**src/rtl/pc_fetch_loader_if.sv**
```systemverilog
// ---------------------------------------------------------------------------
// pc_fetch_loader_if
// Purpose : groups the UART word handshake and the instruction-memory write
//           bus of the program-counter / instruction-loader front end.
// Signals :
//   uart_inst  [INST_W]  received instruction word (host -> loader)
//   uart_valid           uart_inst valid this cycle (host -> loader)
//   uart_ready           loader can accept a word this cycle (loader -> host)
//   load_we              instruction-memory write strobe (loader -> memory)
//   load_addr  [PC_W]    instruction-memory write address (loader -> memory)
//   load_data  [INST_W]  instruction-memory write data (loader -> memory)
// Modports: master = host/memory side, slave = loader side.
// ---------------------------------------------------------------------------
interface pc_fetch_loader_if #(
    parameter int PC_W   = 16,
    parameter int INST_W = 16
);
    logic [INST_W-1:0] uart_inst;
    logic              uart_valid;
    logic              uart_ready;
    logic              load_we;
    logic [PC_W-1:0]   load_addr;
    logic [INST_W-1:0] load_data;

    modport master (
        output uart_inst,
        output uart_valid,
        input  uart_ready,
        input  load_we,
        input  load_addr,
        input  load_data
    );

    modport slave (
        input  uart_inst,
        input  uart_valid,
        output uart_ready,
        output load_we,
        output load_addr,
        output load_data
    );
endinterface

```
**src/rtl/pc_fetch_loader.sv**
```systemverilog
// ---------------------------------------------------------------------------
// pc_fetch_loader
// Purpose : program-counter / instruction-loader front end for a UART-booted
//           CPU. Incoming words are buffered in a small FIFO and written
//           sequentially into instruction memory. After the host pulses done,
//           the FIFO is drained and the block enters RUN, driving the fetch PC
//           with stall and branch redirect.
// Ports   :
//   clk            in   clock, rising edge
//   reset          in   asynchronous, active-low
//   enable         in   run enable; low freezes PC and permits reload
//   done           in   one-cycle pulse: host finished sending the program
//   branch_valid   in   redirect PC to branch_target (RUN only)
//   branch_target  in   redirect address
//   stall          in   hold PC (RUN only)
//   pc             out  current fetch PC
//   mode_run       out  1 while in RUN
//   fifo_count     out  number of buffered words
//   overflow       out  sticky: word offered while not ready in LOAD/DRAIN
//   bus            slave modport: UART handshake + memory write bus
// TEST_BLOCK_POP  : when non-zero the writer never pops, so the FIFO can be
//                   filled to observe the overflow path. Leave at 0 in use.
// ---------------------------------------------------------------------------
module pc_fetch_loader #(
    parameter int PC_W           = 16,
    parameter int INST_W         = 16,
    parameter int FIFO_DEPTH     = 4,
    parameter int RESET_PC       = 0,
    parameter int PC_STEP        = 1,
    parameter int TEST_BLOCK_POP = 0
) (
    input  logic                          clk,
    input  logic                          reset,
    input  logic                          enable,
    input  logic                          done,
    input  logic                          branch_valid,
    input  logic [PC_W-1:0]               branch_target,
    input  logic                          stall,
    output logic [PC_W-1:0]               pc,
    output logic                          mode_run,
    output logic [$clog2(FIFO_DEPTH):0]   fifo_count,
    output logic                          overflow,
    pc_fetch_loader_if.slave              bus
);

    localparam int AW = $clog2(FIFO_DEPTH);
    localparam int CW = AW + 1;

    localparam logic [AW-1:0]   PTR_ONE_C  = AW'(1'b1);
    localparam logic [CW-1:0]   CNT_ONE_C  = CW'(1'b1);
    localparam logic [CW-1:0]   CNT_ZERO_C = CW'(1'b0);
    localparam logic [CW-1:0]   DEPTH_C    = CW'(FIFO_DEPTH);
    localparam logic [PC_W-1:0] ADDR_ONE_C = PC_W'(1'b1);
    localparam logic [PC_W-1:0] RST_PC_C   = PC_W'(RESET_PC);
    localparam logic [PC_W-1:0] STEP_C     = PC_W'(PC_STEP);
    localparam bit              POP_EN_C   = (TEST_BLOCK_POP == 0);

    typedef enum logic [1:0] {
        ST_IDLE  = 2'd0,
        ST_LOAD  = 2'd1,
        ST_DRAIN = 2'd2,
        ST_RUN   = 2'd3
    } state_t;

    state_t              state_r;
    state_t              state_nxt_s;

    logic [INST_W-1:0]   fifo_mem_r [FIFO_DEPTH];
    logic [AW-1:0]       wr_ptr_r;
    logic [AW-1:0]       rd_ptr_r;
    logic [CW-1:0]       count_r;

    logic [PC_W-1:0]     pc_r;
    logic [PC_W-1:0]     addr_r;       // address the next popped word goes to
    logic                load_we_r;
    logic [PC_W-1:0]     load_addr_r;
    logic [INST_W-1:0]   load_data_r;
    logic                overflow_r;

    logic                full_s;
    logic                empty_s;
    logic                push_s;
    logic                pop_s;
    logic                ready_s;
    logic                enter_load_s;
    logic                enter_run_s;

    assign full_s  = (count_r == DEPTH_C);
    assign empty_s = (count_r == CNT_ZERO_C);

    // State register.
    always_ff @(posedge clk or negedge reset) begin
        if (!reset) begin
            state_r <= ST_IDLE;
        end else begin
            state_r <= state_nxt_s;
        end
    end

    // Next-state decode plus FIFO push/pop and handshake control.
    always_comb begin
        state_nxt_s  = state_r;
        push_s       = 1'b0;
        pop_s        = 1'b0;
        ready_s      = 1'b0;
        enter_load_s = 1'b0;
        enter_run_s  = 1'b0;
        case (state_r)
            ST_IDLE: begin
                // The FIFO is always empty here, so the first word goes straight in.
                if (bus.uart_valid) begin
                    state_nxt_s  = ST_LOAD;
                    push_s       = 1'b1;
                    enter_load_s = 1'b1;
                end else begin
                    state_nxt_s  = ST_IDLE;
                end
            end
            ST_LOAD: begin
                ready_s = !full_s;
                push_s  = bus.uart_valid && !full_s;
                pop_s   = !empty_s && POP_EN_C;
                if (done) begin
                    state_nxt_s = ST_DRAIN;
                end else begin
                    state_nxt_s = ST_LOAD;
                end
            end
            ST_DRAIN: begin
                pop_s = !empty_s && POP_EN_C;
                // Wait until the last memory write has also been issued.
                if (empty_s && !load_we_r) begin
                    state_nxt_s = ST_RUN;
                    enter_run_s = 1'b1;
                end else begin
                    state_nxt_s = ST_DRAIN;
                end
            end
            ST_RUN: begin
                ready_s = !enable;
                if (!enable && bus.uart_valid) begin
                    state_nxt_s  = ST_LOAD;
                    push_s       = 1'b1;
                    enter_load_s = 1'b1;
                end else begin
                    state_nxt_s  = ST_RUN;
                end
            end
            default: begin
                state_nxt_s = ST_IDLE;
            end
        endcase
    end

    // Load-buffer FIFO storage, pointers and occupancy.
    always_ff @(posedge clk or negedge reset) begin
        if (!reset) begin
            wr_ptr_r <= {AW{1'b0}};
            rd_ptr_r <= {AW{1'b0}};
            count_r  <= CNT_ZERO_C;
            for (int i = 0; i < FIFO_DEPTH; i++) begin
                fifo_mem_r[i] <= {INST_W{1'b0}};
            end
        end else begin
            if (push_s) begin
                fifo_mem_r[wr_ptr_r] <= bus.uart_inst;
                wr_ptr_r             <= wr_ptr_r + PTR_ONE_C;
            end
            if (pop_s) begin
                rd_ptr_r <= rd_ptr_r + PTR_ONE_C;
            end
            case ({push_s, pop_s})
                2'b10:   count_r <= count_r + CNT_ONE_C;
                2'b01:   count_r <= count_r - CNT_ONE_C;
                default: count_r <= count_r;
            endcase
        end
    end

    // Registered instruction-memory writer: one popped word per cycle.
    always_ff @(posedge clk or negedge reset) begin
        if (!reset) begin
            load_we_r   <= 1'b0;
            load_data_r <= {INST_W{1'b0}};
            load_addr_r <= RST_PC_C;
            addr_r      <= RST_PC_C;
        end else begin
            load_we_r <= pop_s;
            if (pop_s) begin
                load_data_r <= fifo_mem_r[rd_ptr_r];
                load_addr_r <= addr_r;
                addr_r      <= addr_r + ADDR_ONE_C;
            end else if (enter_load_s) begin
                // Every (re)load starts writing at the reset address.
                load_addr_r <= RST_PC_C;
                addr_r      <= RST_PC_C;
            end
        end
    end

    // Fetch PC: reset on entry to RUN; branch wins over stall.
    always_ff @(posedge clk or negedge reset) begin
        if (!reset) begin
            pc_r <= RST_PC_C;
        end else if (enter_run_s) begin
            pc_r <= RST_PC_C;
        end else if ((state_r == ST_RUN) && enable) begin
            if (branch_valid) begin
                pc_r <= branch_target;
            end else if (!stall) begin
                pc_r <= pc_r + STEP_C;
            end
        end
    end

    // Sticky overflow flag, cleared whenever a new load begins.
    always_ff @(posedge clk or negedge reset) begin
        if (!reset) begin
            overflow_r <= 1'b0;
        end else if (enter_load_s) begin
            overflow_r <= 1'b0;
        end else if (((state_r == ST_LOAD) || (state_r == ST_DRAIN)) &&
                     bus.uart_valid && !ready_s) begin
            overflow_r <= 1'b1;
        end
    end

    assign pc             = pc_r;
    assign mode_run       = (state_r == ST_RUN);
    assign fifo_count     = count_r;
    assign overflow       = overflow_r;
    assign bus.uart_ready = ready_s;
    assign bus.load_we    = load_we_r;
    assign bus.load_addr  = load_addr_r;
    assign bus.load_data  = load_data_r;

endmodule

```
**src/flat_wrapper.sv**
```systemverilog
// flat-port wrapper written by rule: the top's interface ports become plain ports
module pc_fetch_loader_flat 
#(
    parameter int PC_W           = 16,
    parameter int INST_W         = 16,
    parameter int FIFO_DEPTH     = 4,
    parameter int RESET_PC       = 0,
    parameter int PC_STEP        = 1,
    parameter int TEST_BLOCK_POP = 0
)
  (clk, reset, enable, done, branch_valid, branch_target, stall, pc, mode_run, fifo_count, overflow, bus_uart_inst, bus_uart_valid, bus_uart_ready, bus_load_we, bus_load_addr, bus_load_data);
  pc_fetch_loader_if #(.PC_W(PC_W), .INST_W(INST_W)) bus_i ();
  input  logic clk;
  input  logic reset;
  input  logic enable;
  input  logic done;
  input  logic branch_valid;
  input  logic [PC_W-1:0] branch_target;
  input  logic stall;
  output logic [PC_W-1:0] pc;
  output logic mode_run;
  output logic [$clog2(FIFO_DEPTH):0] fifo_count;
  output logic overflow;
  input wire logic [$bits(bus_i.uart_inst)-1:0] bus_uart_inst;
  input wire logic [$bits(bus_i.uart_valid)-1:0] bus_uart_valid;
  output wire logic [$bits(bus_i.uart_ready)-1:0] bus_uart_ready;
  output wire logic [$bits(bus_i.load_we)-1:0] bus_load_we;
  output wire logic [$bits(bus_i.load_addr)-1:0] bus_load_addr;
  output wire logic [$bits(bus_i.load_data)-1:0] bus_load_data;
  assign bus_i.uart_inst = bus_uart_inst;
  assign bus_i.uart_valid = bus_uart_valid;
  assign bus_uart_ready = bus_i.uart_ready;
  assign bus_load_we = bus_i.load_we;
  assign bus_load_addr = bus_i.load_addr;
  assign bus_load_data = bus_i.load_data;
  pc_fetch_loader #(.PC_W(PC_W), .INST_W(INST_W), .FIFO_DEPTH(FIFO_DEPTH), .RESET_PC(RESET_PC), .PC_STEP(PC_STEP), .TEST_BLOCK_POP(TEST_BLOCK_POP)) u_core (.clk(clk), .reset(reset), .enable(enable), .done(done), .branch_valid(branch_valid), .branch_target(branch_target), .stall(stall), .pc(pc), .mode_run(mode_run), .fifo_count(fifo_count), .overflow(overflow), .bus(bus_i));
endmodule
```
**config.mk**
```make
export PLATFORM = sky130hd
export DESIGN_NAME = pc_fetch_loader_flat
export DESIGN_NICKNAME = d
export VERILOG_FILES = /design/src/rtl/pc_fetch_loader_if.sv /design/src/rtl/pc_fetch_loader.sv /design/src/flat_wrapper.sv
export SDC_FILE = /design/constraint.sdc
export NUM_CORES = 1
export LEC_CHECK = 0
export BUFFER_PORTS_ARGS = -buffer_cell sky130_fd_sc_hd__buf_2
export CORE_MARGIN = 2
export CORE_UTILIZATION = 45
export CTS_CLUSTER_DIAMETER = 120
export CTS_CLUSTER_SIZE = 30
export DETAILED_ROUTE_END_ITERATION = 8
export PLACE_DENSITY = 0.65
export SKIP_LAST_GASP = 1
export SYNTH_ARGS = -nofsm -noshare
export SYNTH_HDL_FRONTEND = slang
export SYNTH_SLANG_ARGS = --single-unit
```
**constraint.sdc**
```tcl
create_clock -name clk -period 5.8 [get_ports clk]
set_clock_uncertainty 0.2 [all_clocks]
set_input_delay 1.16 -clock clk [delete_from_list [all_inputs] [get_ports clk]]
set_output_delay 1.16 -clock clk [all_outputs]
set_load 0.01 [all_outputs]
```
# --- After elaboration in Yosys (flattened, before gate mapping) ---
# Index checks and enable logic that the tools add are counted.
totals:
  register_bits: 139
  in_bits: 39
  out_inout_bits: 55
  elab_cells: 82
classes:
  add_sub_neg: 6
  n_lt_le_gt_ge: 3
  n_eq_ne: 7
  muxes: 29
  bitwise: 2
  reduce_logical: 21
op_table:
  columns: ["operator", "n"]
  rows:
  - ["$mux W16", 10]
  - ["$bwmux W64", 1]
  - ["$add A16 B1 Y16 const B", 2]
  - ["$bmux W16 S2", 1]
  - ["$demux W16 S2", 1]
  - ["$mux W1", 9]
  - ["$pmux W2 S4", 1]
  - ["$reduce_bool A2 Y1", 4]
  - ["$logic_and A1 B1 Y1", 7]
  - ["$eq A2 B2 Y1 const B", 3]
  - ["$ge A3 B3 Y1 const B", 2]
  - ["$not A2 Y3", 2]
  - ["$pmux W3 S2", 1]
  - ["$logic_not A1 Y1", 5]
  - ["$add A2 B1 Y2 const B", 2]
  - ["$eq A2 B1 Y1 const B", 2]
  - ["$mux W2", 2]
  - ["$pmux W1 S2", 2]
  - ["$add A3 B1 Y3 const B", 1]
  - ["$eq A3 B3 Y1 const B", 1]
  - ["$logic_not A3 Y1", 1]
  - ["$lt A3 B1 Y1 const B", 1]
  - ["$ne A3 B2 Y1 const B", 1]
  - ["$pmux W1 S3", 1]
  - ["other kinds (5)", 5]

# --- Longest topological paths before layout ---
# Gate-level depths: netlist (run 1).
logic_depth:
  word_depth: 7
  depth_mapped: 11

# --- Worst setup path after synthesis (run 1) ---
# OpenSTA, ideal clock, no wires.
synth_timing:
  kind: "input to register"
  start: "input enable"
  end: "register u_core.count_r[2] (netlist: u_core.fifo_count[2])"
  setup_time_ps: 129
  arrival_ps: 2849
  required_time_ps: 5471
  setup_slack_ps: 2622
  stages: 9
  cell_sequence: "nor2b_1 -> a211oi_4 -> nor3_1 -> inv_1 -> ha_1 -> fa_1 -> xnor2_1 -> nor2_1 -> xor2_1"
synth_between:
  elab_chain_cells: 6
synth_rtl:
  columns: ["item", "line", "source"]
  rows:
  - ["start: declaration", "flat_wrapper.sv:15", "input logic enable;"]
  - ["$logic_not A1 Y1 (*)", "pc_fetch_loader.sv:141", "if (!enable && bus.uart_valid) begin"]
  - ["$logic_and A1 B1 Y1 (*)", "pc_fetch_loader.sv:141", null]
  - ["$mux W1 (*)", "pc_fetch_loader.sv:141", null]
  - ["$pmux W1 S3 (*)", "pc_fetch_loader.sv:108", "case (state_r)"]
  - ["$eq A2 B1 Y1 or $eq A2 B2 Y1 (tied branches)", "pc_fetch_loader.sv:172", "case ({push_s, pop_s})"]
  - ["$pmux W3 S2 or $reduce_bool A2 Y1 (tied branches)", null, null]
  - ["end signal: assignment", "pc_fetch_loader.sv:173", "2'b10: count_r <= count_r + CNT_ONE_C;"]
  - ["end signal: assignment", "pc_fetch_loader.sv:174", "2'b01: count_r <= count_r - CNT_ONE_C;"]
  - ["end signal: assignment", "pc_fetch_loader.sv:175", "default: count_r <= count_r;"]
  - ["end: declaration", "pc_fetch_loader.sv:71", "logic [CW-1:0] count_r;"]
# Mark *: on every way between the ends. The rest lies on a longest branch, timed or not.
# A chain may end at the register's enable or synchronous reset.

# --- Worst setup path in the final report (run 1) ---
layout_timing:
  start: "register u_core.state_r[0]"
  end: "register u_core.load_addr_r[6] (netlist: u_core.bus.load_addr[6])"
layout_between:
  elab_chain_cells: 4
layout_rtl:
  columns: ["item", "line", "source"]
  rows:
  - ["start: declaration", "pc_fetch_loader.sv:65", "state_t state_r;"]
  - ["start signal: assignment", "pc_fetch_loader.sv:96", "state_r <= state_nxt_s;"]
  - ["$eq A2 B2 Y1 or $eq A2 B1 Y1 (tied branches)", "pc_fetch_loader.sv:108", null]
  - ["$reduce_or A2 Y1 (no line)", null, null]
  - ["$mux W1", null, null]
  - ["$mux W16 or $reduce_bool A2 Y1 (tied branches)", null, null]
  - ["end signal: assignment", "pc_fetch_loader.sv:191", "load_addr_r <= addr_r;"]
  - ["end: declaration", "pc_fetch_loader.sv:76", "logic [PC_W-1:0] load_addr_r;"]
# Several ways; a longest one is shown, not always the timed one.

==> qor.txt, run 1 <==
I/O pin count: 94
post-synthesis cell area: 6700 µm²
TritonCTS clock tree: done
crit path kind: reg -> reg
slew margin rel.: 18.5%
Initial Util: 46.1%
top cell type's share of synthesized area: 51.9%
fillers: 1255
initial antenna violation count: 1
Worst setup EP type: flip-flop
routing usage on met1: 26.8%
Post-CTS Hold Buffers: 0
min Tclk post-route: 3.29 ns
crit path DAT: 3.44 ns
post-synth cell types: 52
total routed wirelength: 14900 µm
dpl ws: 2.21 ns
htree depth: 4
vias in the first global route: 4784
Critical Path RT: 5.95 ns
Primary FF master, synth: dfrtp_1
cell row count: 44
total of max-cap violations: 0
most numerous cell in the Yosys netlist: dfrtp_1
Antenna Cells: 0
sw frac: 35.9%
Synth warnings: 0
area grow syn2layout: 18.2%
outcome: completed
vias: 4771
Syn Nets: 608
largest net degree at the start of global routing: 87
slowest CP cell: nor2_1
multi-input logic area: 3040 µm²
DR vias/cell: 5.67
fin crit share: 56.7%
PD cells: 595 nW/µm²
placed cells: 810
# Post-CTS Setup Buffers: 0
1st-iter DRT viols: 435
Finished Layout Cells: 842
Peak VDD IR: 0.000335 V
die span in x: 126 µm
CTS Buffer Depth: 2
die height: 126 µm
Flop pwr share: 37.6%
Synth Register Bits: 139
Critical Path Fanout Max: 44
Synth area leaders: dfrtp_1, mux2_4, mux4_2, nand2_1, mux2_2
RSZ-0062 raised after global routing: no
min-delay worst type: reg -> reg
Fin Setup TNS: 0 ns
CP Launch Type: flip-flop
max-slew violations: 0
GRT met3 Usage: 4.59%
# clock sinks: 139
final hold vios: 0
Core Util, Final: 54.5%
Clk pin slew, worst setup/hold paths: 0.06 ns
met2 track demand over resource: 30.0%
cell internal pwr: 3.02 mW
busiest grt layer: met2
CORE AREA: 14500 µm²
Tot GR Track Use: 19.4%
total gr overflow: 0
Yosys top cell by area: dfrtp_1
TritonCTS buffer count: 17
later-pin clock latency in the skew report: 0.42 ns
CP peak stage delay: 0.95 ns
Die ar.: 15900 µm²
Sw Pwr: 1.69 mW
Cells after Synth: 555
ANT nets after route: 0
wire per inst: 17.7 µm
Root Buffer: clkbuf_16
Nets: 698
post_cts resized: 0
final worst-path setup slack: 2.51 ns
Post-synth EDFFs: 0
P_leak: 3.64 nW
DRC viols: 0
share of cells above drive strength 1: 33.6%
hpwl dp: 9560 µm
first-pass GRT wire length: 24600 µm
clock share of power: 23.3%
Final GP Congestion: 0.841
DRT Pass-1 Iters: 5
IO Port Bufs: 93
final setup vio count: 0
ys async rst share: 100%
Comb power frac: 39.0%
Max Freq: 304 MHz
Slew @ Worst Pin: 1.22 ns
Synth top cells by count: dfrtp_1, nand2_1, mux2_4
register area: 3480 µm²
Synth Area per Inst: 12.1 µm²
crit-path cells: inv_1, ha_1, o31ai_4, buf_4, inv_1, buf_4, nor2_1, a22o_1
register area share after synthesis: 51.9%
-- sequential cells by signal, indices dropped and copies added (netlist names) --
signal                count
u_core.bus.load_data     16
u_core.addr_r            16
u_core.bus.load_we        1
u_core.bus.load_addr     16
u_core.state_r            2
u_core.rd_ptr_r           2
u_core.overflow           1
u_core.fifo_mem_r        64
u_core.wr_ptr_r           2
u_core.fifo_count         3
u_core.pc                16
-- stage by stage --
stage / total power, mW / area (µm²) / hold slack (ns)
3_3_place_gp: 3.55 / 7310 / 0.256
4_1_cts: 4.75 / 7920 / 0.280
5_1_grt: 5.02 / 7920 / 0.300
6_report: 4.71 / 7920 / 0.274
3_5_place_dp: 3.63 / 7310 / 0.258
2_1_floorplan: 3.08 / 6700 / 0.245
-- power by group through the flow --
| stage | logic (mW) | clock network [mW] | registers, mW |
|---|---|---|---|
| after floorplan | 1.37 | 0 | 1.71 |
| after global placement | 1.80 | 0 | 1.75 |
| after detailed placement | 1.85 | 0 | 1.78 |
| after CTS | 1.86 | 1.12 | 1.77 |
| after global routing | 2.02 | 1.17 | 1.84 |
| final | 1.84 | 1.10 | 1.77 |
-- final timing paths --
check                                        start                       to  slack, ns  depth (start not counted)
max                              u_core.state_r[0]  u_core.bus.load_addr[6]       2.51                          8
min                        u_core.bus.load_data[9]  u_core.bus.load_data[9]       0.27                          2
max reg2reg                      u_core.state_r[0]  u_core.bus.load_addr[6]       2.51                          8
min reg2reg                u_core.bus.load_data[9]  u_core.bus.load_data[9]       0.27                          2
max in group asynchronous                    reset    u_core.fifo_mem_r[16]       3.59                          2
min in group asynchronous                    reset             u_core.pc[5]       0.57                          1
-- cell usage in the layout (no fill, tap or decap), types with 5 or more instances in the layout --
| master | n |
|---|---|
| a22o_1 | 16 |
| xnor2_1 | 5 |
| nor3_1 | 10 |
| a21oi_1 | 19 |
| dfrtp_1 | 139 |
| o31ai_1 | 6 |
| nor4_1 | 5 |
| nor2_1 | 17 |
| clkbuf_16 | 17 |
| nand2_1 | 81 |
| mux2_4 | 40 |
| buf_2 | 92 |
| nand2b_1 | 5 |
| nand4_1 | 12 |
| mux4_2 | 16 |
| ha_1 | 13 |
| nand3_1 | 16 |
| buf_4 | 5 |
| mux2i_1 | 5 |
| o211ai_1 | 5 |
| a31oi_1 | 10 |
| o21ai_0 | 22 |
| inv_1 | 14 |
| clkinvlp_4 | 5 |
| mux2_2 | 26 |
-- critical path: cells and delay by family (launching register included) --
kind	cells	cell delay, ns
buf+inv	4	0.96
compound gates	2	0.33
fa+ha+maj	1	0.36
simple gates	1	0.95
flops	1	0.38
-- logic make-up (layout without fill, tap and decap cells) --
group | Yosys count | after routing | share of synthesized area (%)
AO/OA/AOI/OAI | 99 | 99 | 10.0
XOR/XNOR | 6 | 6 | 0.784
adder cells (fa/ha/maj) | 14 | 14 | 2.73
buffers and inverters | 41 | 144 | 2.78
flip-flops | 139 | 139 | 51.9
multiplexers | 87 | 87 | 19.5
AND/OR/NAND/NOR | 169 | 169 | 12.3
-- routing by layer --
layer	vias up	part of all wire, %
li1	2205	-
met1	2421	47
met2	128	47
met3	17	5.2
met4	0	1.5
met5	-	0
-- layout make-up --
cell class	count	share of cell area (%)
well taps	184	2.91
multi-input cells	375	38.5
flip-flops and latches	139	43.9
repair buffers	98	6.43
clock inverters	14	2.18
clock buffers	18	5.42
inverters	14	0.664
Power figures use the tool's default switching activity.
==> inputs of run 2 (changes only) <==
==> constraint.sdc (replaced) <==
create_clock -name clk -period 3.3 [get_ports clk]
set_clock_uncertainty 0.2 [all_clocks]
set_input_delay 0.66 -clock clk [delete_from_list [all_inputs] [get_ports clk]]
set_output_delay 0.66 -clock clk [all_outputs]
set_load 0.01 [all_outputs]
==> run 2 against run 1 <==
  * First-iteration DRC count is 14% higher
  * Core utilization rose by 1.2 points
  * Sequential cell count unchanged
  * Largest power group unchanged
==> qor.txt, run 2 (synthesis results as in run 1) <==
CORE AREA: 14500 µm²
Antenna Cells: 0
Tot GR Track Use: 19.6%
Max Freq: 337 MHz
fin crit share: 89.8%
most common cell after layout, fill and taps aside: dfrtp_1
Critical Path Fanout Max: 6
RSZ-0062 raised after global routing: no
DRC viols: 0
min-delay worst type: in -> async
# clock sinks: 139
CP Launch Type: flip-flop
first-pass GRT wire length: 25000 µm
Initial Util: 46.1%
min Tclk post-route: 2.96 ns
TritonCTS clock tree: done
worst hold margin: 0.0319 ns
area grow syn2layout: 20.8%
DRT Pass-1 Iters: 6
I/O pin count: 94
PD cells: 1070 nW/µm²
Final GP Congestion: 0.806
share of cells above drive strength 1: 34.8%
total of max-cap violations: 0
Reg2Reg Setup Slack: 0.34 ns
largest reg by FF count: u_core.fifo_mem_r
vias: 4739
Peak VDD IR: 0.000553 V
r2r worst-path depth: 7
die height: 126 µm
Fin Setup TNS: 0 ns
htree depth: 4
Worst setup EP type: flip-flop
wire per inst: 17.5 µm
CP Capture Point: u_core.fifo_count[1]
P_leak: 3.75 nW
total routed wirelength: 14900 µm
max-slew violations: 0
crit path kind: reg -> reg
hpwl dp: 9820 µm
worst reg2reg endpoint: u_core.fifo_count[1]
initial antenna violation count: 0
RR Startpoint: u_core.fifo_count[1]
total gr overflow: 0
outcome: completed
crit path DAT: 3.06 ns
most frequent cells in the layout: dfrtp_1, buf_2, nand2_1
max reg flops: 64
TritonCTS buffer count: 17
IO Port Bufs: 93
Clk pin slew, worst setup/hold paths: 0.06 ns
Nets: 709
final setup vio count: 0
CTS Buffer Depth: 2
later-pin clock latency in the skew report: 0.42 ns
die span in x: 126 µm
slew margin rel.: 29.0%
DR vias/cell: 5.56
vias in the first global route: 4807
Critical Path RT: 3.40 ns
Root Buffer: clkbuf_16
final hold vios: 0
Die ar.: 15900 µm²
Core Util, Final: 55.7%
1st-iter DRT viols: 497
# Post-CTS Setup Buffers: 0
ANT nets after route: 0
post_cts resized: 0
Slew @ Worst Pin: 1.06 ns
Post-CTS Hold Buffers: 0
cell row count: 44
start point of the critical path: u_core.fifo_count[1]
largest net degree at the start of global routing: 75
run 2: cell types whose count changed in the layout (fill, tap and decap cells not counted), sizes merged:
cell      delta
bufinv       +4
buf         +11
clkbuf       -1
clkinvlp     -3
run 2: how the worst min path moves through the flow:
stage | from | endpoint | slack (ns) | cells after the start
final | reset | u_core.pc[5] | 0.03 | 1
after global routing | reset | u_core.pc[6] | 0.08 | 1
after CTS | reset | u_core.pc[5] | 0.08 | 1
after detailed placement | u_core.bus.load_data[5] | u_core.bus.load_data[5] | 0.26 | 2
after global placement | u_core.bus.load_data[0] | u_core.bus.load_data[0] | 0.25 | 2
after floorplan | reset | u_core.addr_r[0] | 0.16 | 0
run 2: where the power goes:
part	switching [mW]	total, mW	internal (mW)
Clock	0.739	2.23	1.50
Sequential	0.621	3.09	2.47
Combinational	1.63	3.31	1.69
Total	2.98	8.64	5.66
run 2: critical path: stages, from the launching register on:
cell and delay (ns):
dfrtp_1 0.47, or3b_4 0.45, a211oi_4 0.53, nor3_1 0.20
inv_1 0.10, ha_1 0.20, fa_1 0.42, mux2_2 0.28
run 2: layout make-up:
cell class,instances,area (µm²)
clock buffer,17,425
clock inverter,15,270
fill,1204,6440
inverter,14,52.6
multi-input combinational,375,3040
sequential,139,3480
tap,184,230
timing repair buffer,109,592
run 2: metal layers:
metal  vias to the layer above  global-route usage [%]  wire, µm
met3                        15                    4.76       780
met5                         -                       0         0
met1                      2336                    28.2      7050
li1                       2229                       -         -
met2                       159                    29.7      6900
met4                         0                    5.95       170
run 2: per-stage QoR:
step	cells	power [mW]	cell area, µm²	setup slack [ns]
after global placement	821	6.30	7400	0.346
after global routing	853	9.20	8090	0.212
after floorplan	555	5.42	6700	0.516
after CTS	853	8.71	8090	0.329
after detailed placement	821	6.44	7400	0.234
final	853	8.64	8090	0.337
